[config.mk]
export PLATFORM = sky130hd
export DESIGN_NAME = vga_fb_ctrl_80x60
export DESIGN_NICKNAME = d
export VERILOG_FILES = /design/src/rtl/vga_fb_ctrl_80x60.sv
export SDC_FILE = /design/constraint.sdc
export NUM_CORES = 1
export LEC_CHECK = 0
export CAP_MARGIN = 30
export CORE_UTILIZATION = 45
export DETAILED_ROUTE_END_ITERATION = 8
export HOLD_SLACK_MARGIN = 0.1
export PLACE_DENSITY = 0.81
export SLEW_MARGIN = 20
export SYNTH_ARGS = -nofsm -noshare
export SYNTH_HDL_FRONTEND = slang
export SYNTH_SLANG_ARGS = --single-unit
[constraint.sdc]
create_clock -name CLK_50MHz -period 4.5 [get_ports CLK_50MHz]
set_input_delay 0.9 -clock CLK_50MHz [delete_from_list [all_inputs] [get_ports CLK_50MHz]]
set_output_delay 0.9 -clock CLK_50MHz [all_outputs]
set_load 0.005 [all_outputs]
[src/rtl/vga_fb_ctrl_80x60.sv]
// Access controller for the 80x60 VGA framebuffer: handshaked (x, y) pixel reads/writes
// plus a one-pixel-per-clock hardware fill engine over all 4800 visible pixels.
module vga_fb_ctrl_80x60 (
  input  logic        CLK_50MHz,
  input  logic        RST_N,
  input  logic        REQ,
  input  logic        WR,
  input  logic [6:0]  X,
  input  logic [5:0]  Y,
  input  logic [7:0]  DIN,
  output logic        ACK,
  output logic        ERR,
  output logic [7:0]  RDATA,
  input  logic        FILL_START,
  input  logic [7:0]  FILL_COLOR,
  output logic        FILL_BUSY,
  output logic        FILL_DONE,
  output logic        FB_WE,
  output logic [12:0] FB_ADDR,
  output logic [7:0]  FB_WD,
  input  logic [7:0]  FB_RD
);

  localparam logic [6:0]  NUM_COLS  = 7'd80;
  localparam logic [5:0]  NUM_ROWS  = 6'd60;
  localparam logic [6:0]  LAST_X    = 7'd79;
  localparam logic [12:0] LAST_ADDR = {6'd59, 7'd79};

  typedef enum logic [1:0] {
    S_IDLE,
    S_ACCESS,
    S_RESP,
    S_FILL
  } state_t;

  state_t      state_reg, state_next;
  logic        fb_we_reg, fb_we_next;
  logic [12:0] fb_addr_reg, fb_addr_next;
  logic [7:0]  fb_wd_reg, fb_wd_next;
  logic        ack_reg, ack_next;
  logic        err_reg, err_next;
  logic [7:0]  rdata_reg, rdata_next;
  logic        busy_reg, busy_next;
  logic        done_reg, done_next;
  logic        pending_reg, pending_next;
  logic [7:0]  color_reg, color_next;
  logic        req_wr_reg, req_wr_next;
  logic        req_oor_reg, req_oor_next;

  logic        fill_accept;
  logic        req_oor;
  logic [5:0]  fill_y_inc;

  assign fill_accept = FILL_START & ~busy_reg;
  assign req_oor     = (X >= NUM_COLS) | (Y >= NUM_ROWS);
  assign fill_y_inc  = fb_addr_reg[12:7] + 6'd1;

  always_comb begin
    state_next   = state_reg;
    fb_we_next   = 1'b0;
    fb_addr_next = fb_addr_reg;
    fb_wd_next   = fb_wd_reg;
    ack_next     = 1'b0;
    err_next     = 1'b0;
    rdata_next   = rdata_reg;
    done_next    = 1'b0;
    busy_next    = busy_reg | fill_accept;
    pending_next = pending_reg | fill_accept;
    color_next   = fill_accept ? FILL_COLOR : color_reg;
    req_wr_next  = req_wr_reg;
    req_oor_next = req_oor_reg;

    case (state_reg)
      S_IDLE: begin
        // Fill beats REQ; a start accepted this very cycle launches immediately.
        if (pending_reg || fill_accept) begin
          state_next   = S_FILL;
          fb_we_next   = 1'b1;
          fb_addr_next = 13'd0;
          fb_wd_next   = color_next;
          pending_next = 1'b0;
        end else if (REQ) begin
          state_next   = S_ACCESS;
          req_wr_next  = WR;
          req_oor_next = req_oor;
          if (!req_oor) begin
            fb_we_next   = WR;
            fb_addr_next = {Y, X};
            fb_wd_next   = DIN;
          end
        end
      end
      S_ACCESS: begin
        // FB_RD still shows the pre-write contents during a write cycle.
        state_next = S_RESP;
        ack_next   = 1'b1;
        err_next   = req_oor_reg;
        rdata_next = req_oor_reg ? 8'd0 : FB_RD;
      end
      S_RESP: begin
        state_next = S_IDLE;
      end
      S_FILL: begin
        if (fb_addr_reg == LAST_ADDR) begin
          state_next = S_IDLE;
          done_next  = 1'b1;
          busy_next  = 1'b0;
        end else begin
          fb_we_next = 1'b1;
          if (fb_addr_reg[6:0] == LAST_X) begin
            fb_addr_next = {fill_y_inc, 7'd0};
          end else begin
            fb_addr_next = fb_addr_reg + 13'd1;
          end
        end
      end
      default: begin
        state_next = S_IDLE;
      end
    endcase
  end

  always_ff @(posedge CLK_50MHz) begin
    if (!RST_N) begin
      state_reg   <= S_IDLE;
      fb_we_reg   <= 1'b0;
      fb_addr_reg <= 13'd0;
      fb_wd_reg   <= 8'd0;
      ack_reg     <= 1'b0;
      err_reg     <= 1'b0;
      rdata_reg   <= 8'd0;
      busy_reg    <= 1'b0;
      done_reg    <= 1'b0;
      pending_reg <= 1'b0;
      color_reg   <= 8'd0;
      req_wr_reg  <= 1'b0;
      req_oor_reg <= 1'b0;
    end else begin
      state_reg   <= state_next;
      fb_we_reg   <= fb_we_next;
      fb_addr_reg <= fb_addr_next;
      fb_wd_reg   <= fb_wd_next;
      ack_reg     <= ack_next;
      err_reg     <= err_next;
      rdata_reg   <= rdata_next;
      busy_reg    <= busy_next;
      done_reg    <= done_next;
      pending_reg <= pending_next;
      color_reg   <= color_next;
      req_wr_reg  <= req_wr_next;
      req_oor_reg <= req_oor_next;
    end
  end

  assign ACK       = ack_reg;
  assign ERR       = err_reg;
  assign RDATA     = rdata_reg;
  assign FILL_BUSY = busy_reg;
  assign FILL_DONE = done_reg;
  assign FB_WE     = fb_we_reg;
  assign FB_ADDR   = fb_addr_reg;
  assign FB_WD     = fb_wd_reg;

endmodule

After elaboration in Yosys (flattened, before gate mapping)
Cells that the tools add are included.

Add/sub/neg operators: 2. Order comparisons: 2. Eq/ne operators: 10. Mux-type cells: 26. Bitwise logic cells: 6. Reductions and logical operators: 10.

Operators with widths (count): $mux W13 (5); $mux W8 (5); $pmux W13 S2 (1); $add A13 B1 Y13 const B (1); $eq A13 B13 Y1 const B (1); $mux W1 (10); $pmux W2 S4 (1); $eq A7 B7 Y1 const B (1); $ge A7 B7 Y1 const B (1); $add A6 B1 Y6 const B (1); $ge A6 B6 Y1 const B (1); $mux W2 (3); $ne A3 B3 Y1 const B (2); $reduce_and A2 Y1 (3); $reduce_and A3 Y1 (2); $eq A2 B2 Y1 const B (2); $ne A2 B2 Y1 const B (2); $reduce_and A4 Y1 (1); $reduce_bool A2 Y1 (2); $or A1 B1 Y1 (3); $eq A2 B1 Y1 const B (1); $logic_not A2 Y1 (1); $ne A2 B1 Y1 const B (1); $not A1 Y1 (2); other kinds (3) (3).

Register bits after elaboration: 46. Output and inout port bits: 34.

Depth between registers and ports, before layout
Gate-level depths: netlist of run 1.

Depth after elaboration: 6. Depth in mapped cells: 8. Mapped depth without buffers: 6.

Least setup slack after synthesis of run 1
Ideal clock, no wire load.

Path kind: input-to-reg. Start: in FILL_START. End: reg fb_addr_reg[8], in the netlist FB_ADDR[8]. Arrival time: 2.034 ns. Required time: 4.383 ns. Slack: 2.349 ns. Stages on the path: 6. Cell sequence: nor2b_1 > buf_2 > or2_2 > clkbuf_1 > o22ai_1 > a32o_1.

Cells in the longest elaborated chain, start to end: 4.

RTL lines: start, declared (RTL line 14) `input logic FILL_START,`; $and A1 B1 Y1 * (RTL line 54) `assign fill_accept = FILL_START & ~busy_reg;`; $logic_or A1 B1 Y1 * (RTL line 76) `if (pending_reg || fill_accept) begin`; $ne A3 B3 Y1 (no source line) / $mux W13 (equally long branches); $reduce_and A4 Y1 (no source line) / $pmux W13 S2 (equally long branches); end signal, assigned (RTL line 141) `fb_addr_reg <= fb_addr_next;`; end, declared (RTL line 38) `logic [12:0] fb_addr_reg, fb_addr_next;`.

Mark *: on every way between the ends. The rest lies on a longest branch, timed or not. A chain may end at the register's enable or synchronous reset.

Worst setup path in the final report of run 1
Start: in X[5]. End: reg fb_addr_reg[8], in the netlist FB_ADDR[8].

Cells in the longest elaborated chain, start to end: 4.

RTL lines: start, declared (RTL line 8) `input logic [6:0] X,`; $ge A7 B7 Y1 (RTL line 55) `assign req_oor = (X >= NUM_COLS) | (Y >= NUM_ROWS);`; $or A1 B1 Y1 (RTL line 55); $ne A3 B3 Y1 (no source line); $reduce_and A4 Y1 (no source line).

No other way between the ends.

==> impl_metrics.py, run 1 <==
metrics = {
    "status": {
        "status": "finished, final reports clean",
    },
    "pwr": {
        "p_comb_share_pct": 44.1,
        "p_sw_share_pct": 37.01,
        "pwr_density_cell_mw_per_mm2": 513.0,
        "pwr-share-clk_pct": 18.5,
        "power_switching_uw": 615.4,
        "p_seq_share_pct": 37.4,
        "p_int_mw": 1.048,
        "p_leak_nw": 1.212,
        "ir_drop_mv": 0.2806,
    },
    "clocking": {
        "clkTransAtPathRegs_ps": 80,
        "postCtsResizedCells": 0,
        "root_buffer": "clkbuf_8",
        "cts.sinks": 46,
        "ctsHoldBuffers": 0,
        "numCtsBuffers": 5,
        "htreeDepth": 2,
        "post-cts-setup-buffers": 0,
        "cts_tree": "done",
        "clockBufferDepth": 2,
        "clk_latency_ps": 300,
    },
    "place": {
        "gp_congestion": 0.8711,
        "pre_cts_ws_ps": 1365,
        "place_hpwl_um": 4283,
        "portBuffers": 75,
        "dpl_cell_area_mm2": 0.003132,
    },
    "synth": {
        "synthCells": 278,
        "synth_top_flop_cell": "dfxtp_1",
        "synth_edf_count": 0,
        "async_reset_ff_share_pct": 0,
        "ys_ff_latch": 46,
        "synth_area_leaders": "dfxtp_1, mux2i_1, a21oi_1",
        "synth_top_family_by_area": "simple AND/OR/NAND/NOR gates",
        "synth_fa_ha_area_share_pct": 2.622,
        "yosysTopAreaCellShare_pct": 38.59,
        "synth_fp_nets": 325,
        "yosysWarnings": 0,
        "synth-seq-area-share_pct": 38.59,
        "synth-compound-area-share_pct": 21.81,
        "synthMuxAreaShare_pct": 7.184,
        "netlist_area_mm2": 0.002386,
        "synth_area_leader_cell": "dfxtp_1",
        "synthSimpleGateAreaFrac_pct": 22.97,
        "ys_types": 51,
        "postSynthAreaPerCell_um2": 8.583,
        "synth_xor_area_share_pct": 0.7341,
    },
    "sta": {
        "hold_violations": 0,
        "fin_crit_ps": 2834,
        "slew_viol_final": 0,
        "grt_setup_unrepaired": "no",
        "setup_slack_ps": 1666,
        "fin_crit_sh_pct": 62.99,
        "slew_headroom_pct": 43.65,
        "fmax_mhz": 352.8,
        "skew_ps": 2.678,
        "finalSetupTns_ps": 0,
        "setup_violations": 0,
        "whs_ps": 496.3,
        "worst_slew_pin_slew_ps": 840.7,
    },
    "floorplan": {
        "placementRows": 26,
        "io_pins": 76,
        "die_w_um": 74.82,
        "start_util_pct": 46.72,
        "fp.dieH_um": 74.82,
        "die-area_mm2": 0.005597,
        "core_area_mm2": 0.005107,
    },
    "critical_path": {
        "rr_worst_depth": 5,
        "ff2ff_setup_slack_ps": 2080,
        "start_kind": "input pin",
        "endpoint_kind": "flip-flop",
        "arrival_ps": 3040,
        "path_max_fanout": 13,
        "required_ps": 4700,
        "timing.rr.end": "FB_ADDR[8]",
        "timing.rr.start": "state_reg[0]",
        "crit_type": "in2reg",
    },
    "route": {
        "vias": 2238,
        "wirelength_um": 6045,
        "first_pass_iters": 4,
        "postRouteAntennaNets": 0,
        "drt_iter0_drc": 163,
        "wl_per_cell_um": 14.64,
        "vias_per_cell": 5.419,
        "drc": 0,
    },
    "global_routing": {
        "grt_start_max_net_pins": 28,
        "grt_pass1_wl_um": 9377,
        "first_global_vias": 1974,
        "grt_usage_pct": 22.16,
        "antenna_found_initial": 0,
        "gr-total-overflow": 0,
    },
    "cells_and_area": {
        "largest_register_ffs": 13,
        "drive_above_1_share_pct": 8.163,
        "diodes": 0,
        "fin_area_mm2": 0.003242,
        "multi_input_area_mm2": 0.001320,
        "fin_nets": 389,
        "seqCellArea_um2": 920.9,
        "final.fill_count": 445,
        "area_growth_pct": 35.87,
    },
    "worst_hold_path": {
        "worstHoldEndpoint": "color_reg[3]",
        "hold_path_depth": 2,
        "worstHoldStart": "color_reg[3]",
        "hp-class": "reg2reg",
    },
    "flow_run": {
        "timing.max_cap.violations": 0,
    },
}
area by class of cell:
type,count,share of cell area (%)
multi-input cells,203,40.72
repair buffers,78,23.85
well taps,70,2.702
clock inverters,2,1.158
inverters,8,0.9263
clock buffers,6,2.239
flip-flops and latches,46,28.41
per-stage QoR:
step / power (mW) / std cells / utilization, %
after floorplan: 1.094 / 278 / -
after global routing: 1.771 / 413 / 63.47
final: 1.663 / 413 / 63.47
after CTS: 1.665 / 413 / 63.47
after global placement: 1.337 / 405 / 61.32
after detailed placement: 1.356 / 405 / 61.32
cell usage in the layout, fill, tap and decap left out, types with 3 or more instances in the layout:
| master | synthesis | final |
|---|---|---|
| a32oi_1 | 4 | 4 |
| dfxtp_1 | 46 | 46 |
| a21oi_1 | 27 | 27 |
| nor2b_1 | 13 | 13 |
| nor3_1 | 14 | 14 |
| nand2_1 | 16 | 16 |
| clkbuf_8 | 0 | 5 |
| ha_1 | 5 | 5 |
| buf_4 | 0 | 3 |
| clkdlybuf4s50_1 | 0 | 75 |
| mux2i_1 | 16 | 16 |
| and3_1 | 3 | 3 |
| nor2_1 | 36 | 36 |
| inv_1 | 8 | 8 |
| nand3_1 | 7 | 7 |
| a21oi_2 | 4 | 4 |
| o32ai_1 | 3 | 3 |
| a211oi_2 | 3 | 3 |
| o21ai_0 | 12 | 12 |
worst max path at each step:
| stage | end | cells after the start | start |
|---|---|---|---|
| global route | FB_ADDR[8] | 6 | X[5] |
| detailed placement | FB_ADDR[8] | 6 | X[5] |
| global placement | FB_ADDR[8] | 6 | X[5] |
| CTS | FB_ADDR[8] | 6 | X[5] |
| finish | FB_ADDR[8] | 6 | X[5] |
| floorplan | FB_ADDR[8] | 6 | FILL_START |
per-layer routing:
layer  routed length (um)  track usage (%)  vias to the layer above
met3                  482            7.095                       10
met1                 2652            28.10                     1031
met5                    0                0                        -
li1                     -                -                     1113
met4                   72            6.080                        0
met2                 2837            36.34                       84
Yosys cell counts, types with 3 or more instances:
master and n:
a211oi_2 3, a21oi_1 27, a21oi_2 4, a32oi_1 4, and3_1 3, buf_2 5, buf_6 4, clkbuf_1 12
dfxtp_1 46, ha_1 5, inv_1 8, mux2i_1 16, nand2_1 16, nand3_1 7, nor2_1 36, nor2b_1 13
nor3_1 14, o21ai_0 12, o32ai_1 3
cell families (layout without fill, tap and decap cells):
logic type                 count (synthesis)  count (layout)
AOI/OAI and AO/OA                         72              72
xor gates and xnor gates                   2               2
adders and majority gates                  5               5
buffers and inverters                     29              94
DFF                                       46              46
muxes                                     17              17
and+or+nand+nor                          107             107
critical path, stage by stage:
cell and delay (ps):
clkdlybuf4s50_1 410, o21ai_0 330, nand3_1 210, a211oi_2 730, o21ai_0 210, a32o_1 240
power by group through the flow:
| stage | registers, mW | clock network [mW] | logic, mW |
|---|---|---|---|
| detailed placement | 0.628 | 0 | 0.729 |
| finish | 0.622 | 0.307 | 0.734 |
| floorplan | 0.602 | 0 | 0.493 |
| CTS | 0.620 | 0.311 | 0.734 |
| global placement | 0.624 | 0 | 0.713 |
| global route | 0.634 | 0.331 | 0.805 |
No activity file was read; power rests on OpenSTA's default activity.
==> run 2, diff against run 1 <==
Settings changed: CORE_UTILIZATION 45 to 42, PLACE_DENSITY 0.81 to 0.8.
Clock period 4.5 ns to 2.4 ns, I/O delays scaled along.
==> impl_metrics.py, run 2 (synthesis gave the netlist of run 1 again) <==
metrics = {
    "clocking": {
        "postCtsResizedCells": 0,
        "root_buffer": "clkbuf_8",
        "cts_tree": "done",
        "clk_latency_ps": 310,
        "post-cts-setup-buffers": 0,
        "numCtsBuffers": 5,
        "cts.sinks": 46,
        "htreeDepth": 2,
        "clockBufferDepth": 2,
        "clkTransAtPathRegs_ps": 90,
        "ctsHoldBuffers": 0,
    },
    "status": {
        "status": "finished, final reports clean",
    },
    "global_routing": {
        "first_global_vias": 2219,
        "grt_usage_pct": 21.09,
        "grt_start_max_net_pins": 21,
        "gr-total-overflow": 0,
        "antenna_found_initial": 0,
        "grt_pass1_wl_um": 10180,
    },
    "floorplan": {
        "die-area_mm2": 0.005986,
        "placementRows": 27,
        "core_area_mm2": 0.005507,
        "io_pins": 76,
        "start_util_pct": 43.33,
        "fp.dieH_um": 77.37,
        "die_w_um": 77.37,
    },
    "critical_path": {
        "crit_type": "reg2reg",
        "path_delay_family": "simple AND/OR/NAND/NOR gates",
        "path_max_fanout": 13,
        "required_ps": 2640,
        "timing.rr.start": "FB_ADDR[0]",
        "arrival_ps": 2360,
        "slowest_stage": "nor4_4",
        "timing.rr.end": "FB_ADDR[5]",
        "start_kind": "flip-flop",
        "endpoint_kind": "flip-flop",
        "ff2ff_setup_slack_ps": 280,
        "rr_worst_depth": 6,
        "worstPathBufferInverterCount": 0,
        "cp_cell_sequence": "ha_1, nand4_2, nor4_4, a211o_2, o21ai_0, a21oi_1",
        "critPathMaxStageDelay_ps": 490,
    },
    "cells_and_area": {
        "largest_register_ffs": 13,
        "area_growth_pct": 38.28,
        "final_cell_mix": "clkdlybuf4s50_1, dfxtp_1, nor2_1",
        "diodes": 0,
        "drive_above_1_share_pct": 10.83,
        "layout_commonest_cell": "clkdlybuf4s50_1",
        "fin_nets": 397,
        "layout.cells.non_filler": 423,
        "final.fill_count": 490,
    },
    "route": {
        "wirelength_um": 5969,
        "postRouteAntennaNets": 0,
        "drt_iter0_drc": 95,
        "vias": 2301,
        "vias_per_cell": 5.440,
        "first_pass_iters": 4,
        "wl_per_cell_um": 14.11,
        "drc": 0,
    },
    "worst_hold_path": {
        "hold_path_depth": 2,
        "worstHoldEndpoint": "color_reg[6]",
        "hp-class": "reg2reg",
        "worstHoldStart": "color_reg[6]",
    },
    "sta": {
        "fin_crit_sh_pct": 88.22,
        "skew_ps": 6.172,
        "slew_viol_final": 0,
        "finalSetupTns_ps": 0,
        "slew_headroom_pct": 62.52,
        "grt_setup_unrepaired": "no",
        "worst_slew_pin_slew_ps": 561.0,
        "fin_crit_ps": 2117,
        "setup_violations": 0,
        "hold_violations": 0,
        "fmax_mhz": 472.3,
    },
    "pwr": {
        "ir_drop_mv": 0.5380,
        "pwr_density_cell_mw_per_mm2": 930.0,
        "p_leak_nw": 1.249,
    },
    "place": {
        "gp_congestion": 0.8836,
        "place_hpwl_um": 4347,
        "dp.cells": 415,
        "portBuffers": 75,
    },
    "flow_run": {
        "timing.max_cap.violations": 0,
    },
}
==> run 2: worst max path at each step <==
stage                     from           to  cells past startpoint
finish              FB_ADDR[0]   FB_ADDR[5]                      6
global route        FB_ADDR[0]   FB_ADDR[5]                      6
CTS                 FB_ADDR[0]   FB_ADDR[5]                      6
detailed placement        X[5]  FB_ADDR[10]                      6
global placement          X[4]  FB_ADDR[10]                      6
floorplan           FB_ADDR[0]   FB_ADDR[8]                      6
==> run 2: power breakdown <==
part / switching (mW) / total, mW / internal [mW]
Combinational: 0.678 / 1.44 / 0.757
Sequential: 0.198 / 1.15 / 0.953
Clock: 0.278 / 0.483 / 0.205
==> run 2: final cells by class <==
class                           instances  area (um2)  share of cell area, %
Timing Repair Buffer                   86       845.8                  25.64
Tap cell                               72       90.09                  2.730
Clock buffer                            5       68.82                  2.086
Inverter                                8       30.03                 0.9101
Sequential cell                        46       920.9                  27.91
Multi-Input combinational cell        203        1323                  40.08
Clock inverter                          3       21.27                 0.6447
==> run 2: stage by stage <==
step                total power, mW  hold WS, ps  area, um2  utilization, %  setup slack (ps)
floorplan                     2.052        455.8       2386               -             564.9
finish                        3.068        502.6       3299           59.92             282.6
detailed placement            2.595        482.9       3209           58.28             103.1
global route                  3.295        541.1       3299           59.92             75.81
global placement              2.570        470.2       3209           58.28             100.6
CTS                           3.075        505.4       3299           59.92             285.9
==> run 2: routing by layer <==
layer	wire length [um]	vias to the layer above	track usage [%]
met5	0	-	0
met4	52	0	6.415
met3	405	7	4.588
met2	2757	81	34.60
met1	2754	1080	27.55
li1	-	1133	-
==> run 2: worst min-delay path, delay by kind of cell, from the launching register on <==
| family | cells | cell delay [ps] |
|---|---|---|
| multiplexers | 1 | 80 |
| flip-flops | 1 | 320 |
| AND/OR/NAND/NOR | 1 | 80 |
==> patch 1: new RTL, flow settings as in run 1 <==
Reset style: asynchronous (`RST_N`), changed in one clocked block.
--- a/src/rtl/vga_fb_ctrl_80x60.sv
+++ b/src/rtl/vga_fb_ctrl_80x60.sv
@@ -120,7 +120,7 @@
     endcase
   end
 
-  always_ff @(posedge CLK_50MHz) begin
+  always_ff @(posedge CLK_50MHz or negedge RST_N) begin
     if (!RST_N) begin
       state_reg   <= S_IDLE;
       fb_we_reg   <= 1'b0;
Check against the original RTL: differs if RST_N is asserted again (counterexample within 4 cycles, from zero or initial values and one cycle with RST_N low); with RST_N held inactive, the same outputs for 10 cycles.
==> patch 1 against run 1 <==
Clock power down 20%; wire length down 8.4%; sequential cell count unchanged; area after synthesis up 2.3%; total power up 12%; setup slack worse by 0.14 ns; cell area up 3.0%; register-to-register slack worse by 0.24 ns.
==> patch 1: results (changes against run 1) <==
Cells and area
  • Fillers: 395 (was 445)
  • Number of diodes: 0 (unchanged)
  • Max FFs per register: 13 (unchanged)
  • Final net count: 357 (was 389)
  • Layout cells sized above 1: 16.08% (was 8.163%)

Placed design
  • Placed instance area: 0.003253 sq mm (was 0.003132 sq mm)
  • Dpl ws: 1.223 ns (was 1.365 ns)
  • Hpwl dp: 4120 um (was 4283 um)
  • Final GP Congestion: 0.8514 (was 0.8711)
  • I/O Buffers: 75 (unchanged)

GRT
  • Initial antenna violation count: 0 (unchanged)
  • Vias in the first global route: 1989 (was 1974)
  • Global-route wire length before repair: 9108 um (was 9377 um)
  • Pin count of the biggest net entering global routing: 26 (was 28)
  • GRT Overall Usage: 21.47% (was 22.16%)

Yosys
  • Post-synth net total: 283 (was 325)
  • Ys async rst share: 100.0% (was 0%)
  • Main flop type after synthesis: dfrtp_1 (was dfxtp_1)
  • Warnings, synthesis: 0 (unchanged)
  • Count of cell types in the netlist: 50 (was 51)
  • Seq/Total Area, Yosys: 47.18% (was 38.59%)
  • Synth top area cells: dfrtp_1, mux2_2, a21oi_1, nand2_1, o21ai_0 (was dfxtp_1, mux2i_1, a21oi_1, nor2_1, nor2b_1)
  • Most common library cells after synthesis: dfrtp_1, mux2_2, nand2_1 (was dfxtp_1, nor2_1, a21oi_1)

Clock tree
  • Post-CTS Hold Buffers: 0 (unchanged)
  • Root Buffer: clkbuf_8 (unchanged)
  • CTS clk-pin slew, worst paths: 0.08 ns (about the same)
  • Worst-Skew Late Latency: 0.30 ns (about the same)
  • Total CTS buffers: 5 (unchanged)
  • CTS Buffer Depth: 2 (unchanged)
  • CTS H-tree depth: 2 (unchanged)
  • Cts repair resizes: 0 (unchanged)
  • Post-CTS setup buffers: 0 (unchanged)

Worst hold path
  • Hold path start: color_reg[0] (was color_reg[3])
  • Worst hold stages: 1 (was 2)
  • Min-delay worst type: reg -> reg (unchanged)
  • Hold endpoint: color_reg[0] (was color_reg[3])

Drt
  • Vias per Instance: 5.428 (was 5.419)
  • 1st-pass router iterations: 4 (unchanged)
  • Final wirelength: 5540 um (was 6045 um)
  • Initial DRC count: 154 (was 163)

Power and ir drop
  • Peak supply drop: 322.4 uV (was 280.6 uV)
  • Leak Pwr: 1.402 nW (was 1.212 nW)

Worst setup path
  • R2R cell count: 5 (unchanged)
  • Crit path arrival time: 3.16 ns (was 3.04 ns)
  • End of the worst register-to-register path: FB_ADDR[6] (was FB_ADDR[8])
  • Crit-path slowest cell: a31oi_1 (was a211oi_2)
  • CP Max Fanout: 11 (was 13)
  • Crit Reg-Reg Startpoint: state_reg[0] (unchanged)
  • Crit-path max cell delay: 0.68 ns (was 0.73 ns)
  • Reg2reg setup slack: 1.84 ns (was 2.08 ns)

Run status
  • Status: complete, no violations (unchanged)

STA
  • Clock Skew: 0.01088 ns (was 0.002678 ns)
  • Worst-margin pin slew: 0.8980 ns (was 0.8407 ns)
[patch 1: power breakdown]
group | leakage [nW] | internal, mW | switching, mW | total (mW)
combinational | 0.794 | 0.523 | 0.373 | 0.896
sequential | 0.562 | 0.564 | 0.157 | 0.721
clock | 0.0452 | 0.110 | 0.136 | 0.246
[patch 1: worst max-delay path by stage]
stage                          start         end  slack (ns)  cells after the start
final                           X[5]  FB_ADDR[6]        1.52                      6
after global routing            X[5]  FB_ADDR[8]        1.38                      6
after CTS                       X[5]  FB_ADDR[6]        1.54                      6
after detailed placement        X[5]  FB_ADDR[6]        1.22                      6
after global placement    FILL_START  FB_ADDR[8]        1.28                      7
after floorplan           FILL_START    FB_WD[0]        2.08                      6
[patch 1: stage by stage]
step	power, mW	hold WS [ns]	cells
after floorplan	1.235	0.4598	236
after global placement	1.601	0.4775	372
after detailed placement	1.623	0.4862	373
after CTS	1.873	0.5057	381
after global routing	2.013	0.5122	381
final	1.862	0.4999	381
[patch 1: routing by layer]
layer	GRT usage [%]	part of all wire, %	vias up
met5	0	0	-
met1	29.58	44	983
met4	11.32	2.7	0
met2	32.74	47	81
li1	-	-	991
met3	3.439	5.8	13
[patch 1: kinds of logic after synthesis]
kind of cell,synth area share [%]
AND/OR/NAND/NOR,14.51
AO/OA/AOI/OAI,16.26
flip-flops,47.18
multiplexers,13.95
buffers and inverters,5.179
adder cells (fa/ha/maj),2.564
XOR/XNOR,0.3590
[patch 1: critical path: cells and delay by family]
kind / cells / cell delay, ns
AOI/OAI and AO/OA: 2 / 0.96
and+or+nand+nor: 2 / 0.56
muxes: 1 / 0.31
buffers and inverters: 1 / 0.41
[patch 1: cell type report]
class / instances / area, sq um / share of cell area [%]
clock buffer: 6 / 72.57 / 2.173
sequential: 46 / 1151 / 34.47
multi-input combinational: 162 / 1162 / 34.81
tap: 70 / 87.58 / 2.623
inverter: 17 / 63.81 / 1.911
timing repair buffer: 78 / 788.3 / 23.60
clock inverter: 2 / 13.76 / 0.4121
==> patch 2: new RTL, config.mk and constraints of run 1 <==
Without the edit above. `fb_addr_reg` no longer has a reset.
--- a/src/rtl/vga_fb_ctrl_80x60.sv
+++ b/src/rtl/vga_fb_ctrl_80x60.sv
@@ -124,7 +124,6 @@
     if (!RST_N) begin
       state_reg   <= S_IDLE;
       fb_we_reg   <= 1'b0;
-      fb_addr_reg <= 13'd0;
       fb_wd_reg   <= 8'd0;
       ack_reg     <= 1'b0;
       err_reg     <= 1'b0;
@@ -138,7 +137,6 @@
     end else begin
       state_reg   <= state_next;
       fb_we_reg   <= fb_we_next;
-      fb_addr_reg <= fb_addr_next;
       fb_wd_reg   <= fb_wd_next;
       ack_reg     <= ack_next;
       err_reg     <= err_next;
@@ -152,6 +150,10 @@
     end
   end
 
+  always_ff @(posedge CLK_50MHz) begin
+    fb_addr_reg <= fb_addr_next;
+  end
+
   assign ACK       = ack_reg;
   assign ERR       = err_reg;
   assign RDATA     = rdata_reg;
Check against the original RTL: not equivalent (Yosys sat finds a counterexample within 4 cycles, from zero or initial values and one cycle with RST_N low).
==> patch 2 against run 1 <==
Sequential cell count did not move; cell area fell by 2.4%; first-iteration DRC count fell by 42%; clock power fell by 22%; non-clock buffer count fell by 1; sequential share of layout area rose by 4.8 points; synthesized cell count fell by 9.0%; total power fell by 20%; critical path type unchanged; area after synthesis fell by 3.1%; setup slack improved by 0.15 ns; wire length fell by 5.0%.
==> patch 2: results (changes against run 1) <==
Placed design
  • Hpwl dp: 4015 um (was 4283 um)
  • Final GP Congestion: 0.8059 (was 0.8711)
  • I/O Buffers: 75 (unchanged)
  • Placed Cells: 380 (was 405)

Drt
  • Initial DRC count: 95 (was 163)
  • Vias: 2176 (was 2238)
  • Wirelength per Cell: 14.76 um (was 14.64 um)
  • Vias per Instance: 5.594 (was 5.419)

Yosys
  • Syn Area/Cell: 9.139 sq um (was 8.583 sq um)
  • Count of cell types in the netlist: 45 (was 51)
  • Most common library cells after synthesis: nand2_1, dfxtp_1, a21oi_1 (was dfxtp_1, nor2_1, a21oi_1)
  • Post-synth net total: 300 (was 325)
  • EDFF count, synth: 13 (was 0)
  • Seq/Total Area, Yosys: 45.45% (was 38.59%)
  • Synth top area cells: dfxtp_1, edfxtp_1, a21oi_1, nand2_1, mux2i_1 (was dfxtp_1, mux2i_1, a21oi_1, nor2_1, nor2b_1)

Clock tree
  • Worst-Skew Late Latency: 0.29 ns
  • Root Buffer: clkbuf_8 (unchanged)

GRT
  • GRT Overall Usage: 22.26% (was 22.16%)
  • Initial antenna violation count: 0 (unchanged)
  • Pin count of the biggest net entering global routing: 29 (was 28)
  • Global-route wire length before repair: 9094 um (was 9377 um)
  • Vias in the first global route: 1922 (was 1974)

Worst setup path
  • Crit-path slowest cell: clkdlybuf4s50_1 (was a211oi_2)
  • CP delay by family, top: buffers and inverters (was compound AO/OA/AOI/OAI gates)
  • Crit path arrival time: 2.68 ns (was 3.04 ns)
  • Crit Reg-Reg Startpoint: FB_ADDR[0] (was state_reg[0])
  • Crit-path max cell delay: 0.48 ns (was 0.73 ns)
  • Critical path origin: FILL_START (was X[5])

STA
  • Worst-margin pin slew: 0.8172 ns (was 0.8407 ns)
  • Clock Skew: 0.003326 ns (was 0.002678 ns)

Run status
  • Status: complete, no violations (unchanged)

Power and ir drop
  • Peak supply drop: 245.8 uV (was 280.6 uV)
  • Leak Pwr: 1.121 nW (was 1.212 nW)

Cells and area
  • Number of diodes: 0 (unchanged)
  • Final net count: 368 (was 389)
  • Fillers: 427 (was 445)
  • Layout cells sized above 1: 3.416% (was 8.163%)

Worst hold path
  • Hold path start: color_reg[1] (was color_reg[3])
-- patch 2: cell types whose count changed after synthesis, moves of 6 or more --
cell,change
o221ai_1,+9
nor3_1,-12
nand3_1,+6
nor2_1,-24
nand2_1,+21
dfxtp_1,-13
mux2i_1,-6
edfxtp_1,+13
-- patch 2: through the flow --
step | worst slack, ns | util, % | hold slack, ns | instance area [sq um]
after global placement | 1.196 | 63.46 | 0.4418 | 3077
after global routing | 1.690 | 65.26 | 0.4797 | 3164
after CTS | 1.390 | 65.11 | 0.4614 | 3157
after floorplan | 1.608 | - | 0.4360 | 2312
final | 1.819 | 65.26 | 0.4591 | 3164
after detailed placement | 1.103 | 63.46 | 0.4504 | 3077
-- patch 2: logic make-up (layout without fill, tap and decap cells) --
family,count (synthesis),count (layout),share of synthesized area [%]
and+or+nand+nor,93,93,19.64
AOI/OAI and AO/OA,71,71,20.83
DFF,46,46,45.45
buffers and inverters,20,89,4.004
xor gates and xnor gates,8,8,3.030
adders and majority gates,5,5,2.706
muxes,10,10,4.329
-- patch 2: area by class of cell --
class                      count  area [sq um]  area share (%)
tap                           67         83.83           2.649
sequential                    46          1051           33.21
timing repair buffer          77         765.7           24.20
clock buffer                   8         80.08           2.531
inverter                       4         15.01          0.4745
multi-input combinational    187          1169           36.93
-- patch 2: power breakdown --
part	internal, mW	switching [mW]
registers	0.522	0.0873
logic	0.255	0.226
clock network	0.110	0.128
total	0.887	0.442
-- patch 2: metal layers --
layer	routed length (um)	GRT usage (%)	part of all wire [%]
met5	0	0	0
met1	2564	29.68	45
met2	2666	34.25	46
met4	102	9.188	1.8
met3	408	5.624	7.1
-- patch 2: path summary, 6_finish.rpt --
path	cells past startpoint	slack [ns]	end
setup / recovery	6	1.82	FB_ADDR[5]
hold / removal	2	0.46	color_reg[1]
setup reg to reg	5	2.28	FB_ADDR[5]
hold reg to reg	2	0.46	color_reg[1]
-- patch 2: worst register-to-register path: stages, from the launching register on --
cell	delay (ns)
edfxtp_1	0.44
ha_1	0.23
nand4_1	0.33
nor4_1	0.64
a32oi_1	0.10
buf_4	0.23
